## config.mk

```make
export PLATFORM = sky130hd
export DESIGN_NAME = led_tx_scheduler
export DESIGN_NICKNAME = d
export VERILOG_FILES = /design/src/rtl/led_tx_scheduler_pkg.sv /design/src/rtl/led_tx_scheduler_rr_arbiter.sv /design/src/rtl/led_tx_scheduler.sv
export SDC_FILE = /design/constraint.sdc
export NUM_CORES = 1
export LEC_CHECK = 0
export BUFFER_PORTS_ARGS = -buffer_cell sky130_fd_sc_hd__buf_2
export CORE_MARGIN = 3
export CORE_UTILIZATION = 49
export CTS_CLUSTER_DIAMETER = 200
export DETAILED_ROUTE_END_ITERATION = 10
export PLACE_DENSITY = 0.8
export SYNTH_ARGS = -nofsm -noshare
export SYNTH_HDL_FRONTEND = slang
export SYNTH_HIERARCHICAL = 1
export SYNTH_SLANG_ARGS = --single-unit
```

## constraint.sdc

```tcl
create_clock -name clock -period 3.2 [get_ports clock]
set_input_delay 0.8 -clock clock [delete_from_list [all_inputs] [get_ports clock]]
set_output_delay 0.8 -clock clock [all_outputs]
set_load 0.01 [all_outputs]
```

## src/rtl/led_tx_scheduler_pkg.sv

```systemverilog
// Shared types and constants for the LED transmit scheduler: frame width,
// default inter-frame gap and the scheduler state encoding.
package led_tx_scheduler_pkg;

  localparam int FRAME_SIZE    = 16;
  localparam int TX_GAP_CYCLES = 16;

  typedef enum logic [1:0] {
    TXS_IDLE    = 2'd0,
    TXS_SEND    = 2'd1,
    TXS_RELEASE = 2'd2,
    TXS_GAP     = 2'd3
  } txs_state_e;

endpackage

```

## src/rtl/led_tx_scheduler_rr_arbiter.sv

```systemverilog
// Combinational round-robin pick: first set request at or above ptr, wrapping.
module led_tx_scheduler_rr_arbiter #(
  parameter int ID_WIDTH = 2
) (
  input  logic [(1<<ID_WIDTH)-1:0] req,
  input  logic [ID_WIDTH-1:0]      ptr,
  output logic                     valid,
  output logic [ID_WIDTH-1:0]      winner
);

  localparam int NUM_REQ = 1 << ID_WIDTH;

  logic                found;
  logic [ID_WIDTH-1:0] idx;

  always_comb begin
    valid  = |req;
    winner = '0;
    found  = 1'b0;
    idx    = '0;
    for (int i = 0; i < NUM_REQ; i++) begin
      idx = ptr + ID_WIDTH'(i);
      if (!found && req[idx]) begin
        winner = idx;
        found  = 1'b1;
      end
    end
  end

endmodule

```

## src/rtl/led_tx_scheduler.sv

```systemverilog
// Shares one D-PPM LED encoder between round-robin requesters with a dark gap
// between frames. Define TX_SCHED_TIMEOUT_EN to abort stuck frames via err.
module led_tx_scheduler
  import led_tx_scheduler_pkg::*;
#(
  parameter int ID_WIDTH       = 2,
  parameter int GAP_CYCLES     = TX_GAP_CYCLES,
  parameter int TIMEOUT_CYCLES = 65535
) (
  input  logic                                clock,
  input  logic                                reset,
  input  logic [(1<<ID_WIDTH)-1:0]            req,
  input  logic [(1<<ID_WIDTH)*FRAME_SIZE-1:0] frame_in,
  output logic [(1<<ID_WIDTH)-1:0]            ack,
  output logic [(1<<ID_WIDTH)-1:0]            err,
  output logic                                enc_start,
  output logic [FRAME_SIZE-1:0]               enc_data,
  input  logic                                enc_irq,
  output logic [ID_WIDTH-1:0]                 grant_id,
  output logic                                busy
);

  localparam int          NUM_REQ = 1 << ID_WIDTH;
  localparam logic [15:0] GAP_LD  = 16'(GAP_CYCLES);

  txs_state_e              state_q, state_d;
  logic                    start_q, start_d;
  logic [FRAME_SIZE-1:0]   data_q, data_d;
  logic [ID_WIDTH-1:0]     grant_q, grant_d;
  logic [ID_WIDTH-1:0]     ptr_q, ptr_d;
  logic [15:0]             gap_q, gap_d;
  logic [NUM_REQ-1:0]      ack_q, ack_d;
  logic                    arb_valid;
  logic [ID_WIDTH-1:0]     arb_winner;
  logic [FRAME_SIZE-1:0]   frame_sel;
`ifdef TX_SCHED_TIMEOUT_EN
  localparam logic [19:0]  TO_LAST = 20'(TIMEOUT_CYCLES - 1);
  logic [19:0]             to_q, to_d;
  logic [NUM_REQ-1:0]      err_q, err_d;
`endif

  led_tx_scheduler_rr_arbiter #(
    .ID_WIDTH (ID_WIDTH)
  ) u_arb (
    .req    (req),
    .ptr    (ptr_q),
    .valid  (arb_valid),
    .winner (arb_winner)
  );

  always_comb begin
    frame_sel = '0;
    for (int i = 0; i < NUM_REQ; i++) begin
      if (arb_winner == ID_WIDTH'(i)) frame_sel = frame_in[i*FRAME_SIZE +: FRAME_SIZE];
    end
  end

  always_comb begin
    state_d = state_q;
    start_d = start_q;
    data_d  = data_q;
    grant_d = grant_q;
    ptr_d   = ptr_q;
    gap_d   = gap_q;
    ack_d   = '0;
`ifdef TX_SCHED_TIMEOUT_EN
    to_d    = to_q;
    err_d   = '0;
`endif
    case (state_q)
      TXS_IDLE: begin
        if (arb_valid) begin
          data_d  = frame_sel;
          grant_d = arb_winner;
          start_d = 1'b1;
          ptr_d   = arb_winner + 1'b1;
          state_d = TXS_SEND;
`ifdef TX_SCHED_TIMEOUT_EN
          to_d    = '0;
`endif
        end
      end
      TXS_SEND: begin
        // An irq on the timeout cycle itself still completes as a normal ack.
        if (enc_irq) begin
          start_d        = 1'b0;
          ack_d[grant_q] = 1'b1;
          state_d        = TXS_RELEASE;
        end
`ifdef TX_SCHED_TIMEOUT_EN
        else if (to_q == TO_LAST) begin
          start_d        = 1'b0;
          err_d[grant_q] = 1'b1;
          state_d        = TXS_RELEASE;
        end else begin
          to_d = to_q + 20'd1;
        end
`endif
      end
      TXS_RELEASE: begin
        if (!enc_irq) begin
          if (GAP_LD == 16'd0) begin
            state_d = TXS_IDLE;
          end else begin
            gap_d   = GAP_LD;
            state_d = TXS_GAP;
          end
        end
      end
      TXS_GAP: begin
        gap_d = gap_q - 16'd1;
        if (gap_q <= 16'd1) state_d = TXS_IDLE;
      end
      default: state_d = TXS_IDLE;
    endcase
  end

  always_ff @(posedge clock or negedge reset) begin
    if (!reset) begin
      state_q <= TXS_IDLE;
      start_q <= 1'b0;
      data_q  <= '0;
      grant_q <= '0;
      ptr_q   <= '0;
      gap_q   <= '0;
      ack_q   <= '0;
`ifdef TX_SCHED_TIMEOUT_EN
      to_q    <= '0;
      err_q   <= '0;
`endif
    end else begin
      state_q <= state_d;
      start_q <= start_d;
      data_q  <= data_d;
      grant_q <= grant_d;
      ptr_q   <= ptr_d;
      gap_q   <= gap_d;
      ack_q   <= ack_d;
`ifdef TX_SCHED_TIMEOUT_EN
      to_q    <= to_d;
      err_q   <= err_d;
`endif
    end
  end

  assign enc_start = start_q;
  assign enc_data  = data_q;
  assign grant_id  = grant_q;
  assign ack       = ack_q;
  assign busy      = (state_q != TXS_IDLE);
`ifdef TX_SCHED_TIMEOUT_EN
  assign err       = err_q;
`else
  // No abort path in this build; the timeout parameter cannot raise err.
  assign err       = (TIMEOUT_CYCLES < 0) ? '1 : '0;
`endif

endmodule

```

==> impl_metrics.yaml <==
timing:
  final_max_slew_viol_count: 0
  setup_viol: 0
  fmax_mhz: 332
  min_period_ns: 3.01
  setup_tns_ns: 0
  hold_ws_ns: 0.476
  finalClockSkew_ns: 0.0104
  fin_ws_ns: 0.189
  fin_crit_sh_pct: 94.1
  rsz0062_at_grt: "no"
  maxSlewHeadroom_pct: 28.4
  final_hold_viol_count: 0
  tightest_slew_ns: 1.07
finish:
  drive_gt1_share_pct: 31.1
  final_nets: 459
  num-fill-cells: 425
  diodes: 0
  areaGrowthSynthToFinish_pct: 23.6
  finish.instance_area_um2: 3220
status:
  run_status: "complete, no violations"
die:
  dieWidth_um: 78.9
  io_pins: 99
  die_y_um: 78.9
  coreArea_um2: 4940
  die-area_um2: 6230
  start_util_pct: 52.7
  std_cell_rows: 25
worst_setup_path:
  worst_setup_path_end_kind: "flip-flop"
  cp_slowest_cell: "nor2b_1"
  setup.worst_path.start_class: "input pin"
  worstPathCellList: "buf_2 -> a21oi_1 -> o21ai_0 -> a21oi_1 -> inv_1 -> ha_1 -> nor2b_1 -> a221oi_1 -> a211o_1 -> a31oi_1"
  ff2ff_setup_slack_ns: 0.38
  r2r-start: "ptr_q[1]"
  crit_cells: 10
  critical_path.top_delay_family: "compound AO/OA/AOI/OAI gates"
  critical_path_class: "input pin to flip-flop"
  r2r-end: "enc_data[11]"
  worstPathRequired_ns: 3.43
  cp.arrival_ns: 3.24
  slowest_delay_ns: 0.82
  cp-endpoint: "enc_data[11]"
  path_buf_inv: 2
  cp_max_fo: 15
  cp_common_cell: "a21oi_1"
  reg2regPathDepth: 9
  cp-startpoint: "req[0]"
detailed_routing:
  drcViolationCount: 0
  via_per_inst: 5.50
  antenna_left: 0
  drt-total-wl_um: 6470
  post_drt_wl_per_cell_um: 14.5
  vias: 2451
  drt-initial-drc-count: 133
  first_pass_iters: 4
power:
  vdd_drop_max_uv: 479
  p_total_uw: 3060
  p_leak_uw: 0.00164
  power_density_nw_per_um2: 949
global_routing:
  grt_max_degree: 44
  grt_pass1_vias: 2360
  antenna_found_initial: 0
  grt_use_total_pct: 21.2
  grt_pass1_wl_um: 10600
  overflow: 0
clock_tree:
  cts_made_buffers: 5
  clock_sinks: 43
  clock_latency_ns: 0.30
  path_clk_slew_ns: 0.09
  cts_setup_buffers: 0
  clock_path_buffers: 2
  h-tree-depth: 2
  post_cts_resized: 0
  cts_tree: "built"
  root_buffer: "clkbuf_8"
  cts_hold_buf: 0
synthesis:
  netlist_area_um2: 2600
  synth_seq_cells: 43
  synth.avg_cell_area_um2: 8.98
  synth_cell_types: 56
  ys_warn_count: 6
  synth_seq_area_share_pct: 41.3
  synth-edff-count: 0
  syn_inst: 290
  synthArstFlopShare_pct: 100
  ys.flop_type: "dfrtp_1"
flow_run:
  maxCapViolCount: 0
place:
  io_buffers: 94
  gp_congestion: 0.811
  placed_area_um2: 3110
  dp_hpwl_um: 4770
  place_ws_ns: -0.0378
min_path:
  min-delay-path-class: "flip-flop to flip-flop"
## routing by layer
metal  vias to the layer above  track usage (%)  share of wire, %
met4                         0             6.36               1.1
li1                       1209                -                 -
met2                        88             34.4                49
met1                      1146             26.7                43
met3                         8             7.60               7.8
met5                         -                0                 0
## registers in the layout, indices dropped and copies added, names as in the netlist
signal / count
enc_data: 16
gap_q: 16
ack: 4
grant_id: 2
ptr_q: 2
state_q: 2
enc_start: 1
## cells in the final DEF (no fill, tap or decap), drive strengths merged, types with 2 or more instances in the layout
cell type  Yosys  final
nor2          29     29
xor2           2      2
clkbuf        14      5
nor4           4      4
a31oi         16     16
or3            4      4
or4            4      4
a21oi          8      8
o31ai          4      4
mux2i          4      4
or2            2      2
inv           29     29
dfrtp         43     43
ha            10     10
nand3          2      2
o21ai          5      5
clkinv         0      2
nor3           5      5
a22o           2      2
nand4b         2      2
mux2           4      4
xnor2          3      3
nand2         32     32
nand4          3      3
nand2b         4      4
and2           3      3
buf            6     98
a221oi        15     15
a211o         16     16
conb           1      4
## cell families after synthesis
group | share of synthesized area [%]
simple gates | 19.6
compound gates | 21.4
buf+inv | 7.73
flops | 41.3
fa+ha+maj | 4.80
mux | 3.27
xor+xnor | 1.68
other cells | 0.144
## metrics by stage
| step | cells | util (%) |
|---|---|---|
| floorplan | 293 | - |
| global placement | 438 | 62.9 |
| detailed placement | 438 | 62.9 |
| CTS | 446 | 65.2 |
| global route | 446 | 65.2 |
| finish | 446 | 65.2 |
## worst min-delay path by stage
| stage | endpoint | from | slack, ns | cells past startpoint |
|---|---|---|---|---|
| final | ack[2] | grant_id[0] | 0.48 | 1 |
| after global routing | ack[2] | grant_id[0] | 0.49 | 1 |
| after CTS | ack[2] | grant_id[0] | 0.48 | 1 |
| after detailed placement | ack[2] | grant_id[0] | 0.46 | 1 |
| after global placement | ack[2] | grant_id[0] | 0.47 | 1 |
| after floorplan | gap_q[1] | gap_q[1] | 0.49 | 1 |
## cell usage after synthesis (all sizes together), types with 5 or more instances
cell / instances / share of area, %
a211o: 16 / 5.4
a21oi: 8 / 1.5
a221oi: 15 / 5.0
a31oi: 16 / 3.8
buf: 6 / 1.5
clkbuf: 14 / 2.1
dfrtp: 43 / 41
ha: 10 / 4.8
inv: 29 / 4.2
nand2: 32 / 4.6
nor2: 29 / 4.2
nor3: 5 / 0.96
o21ai: 5 / 0.96
## layout make-up
type / instances / area [um2] / area share (%)
clock inverters: 3 / 43.8 / 1.36
inverters: 29 / 109 / 3.38
repair buffers: 98 / 500 / 15.5
well taps: 67 / 83.8 / 2.60
clock buffers: 5 / 68.8 / 2.14
flip-flops and latches: 43 / 1080 / 33.4
multi-input cells: 201 / 1340 / 41.6
## report_power, final
group / total (uW) / internal [uW] / switching, uW
combinational: 1630 / 734 / 898
sequential: 993 / 786 / 207
clock: 431 / 233 / 199
Note: power is estimated with default switching activity, not from simulation.
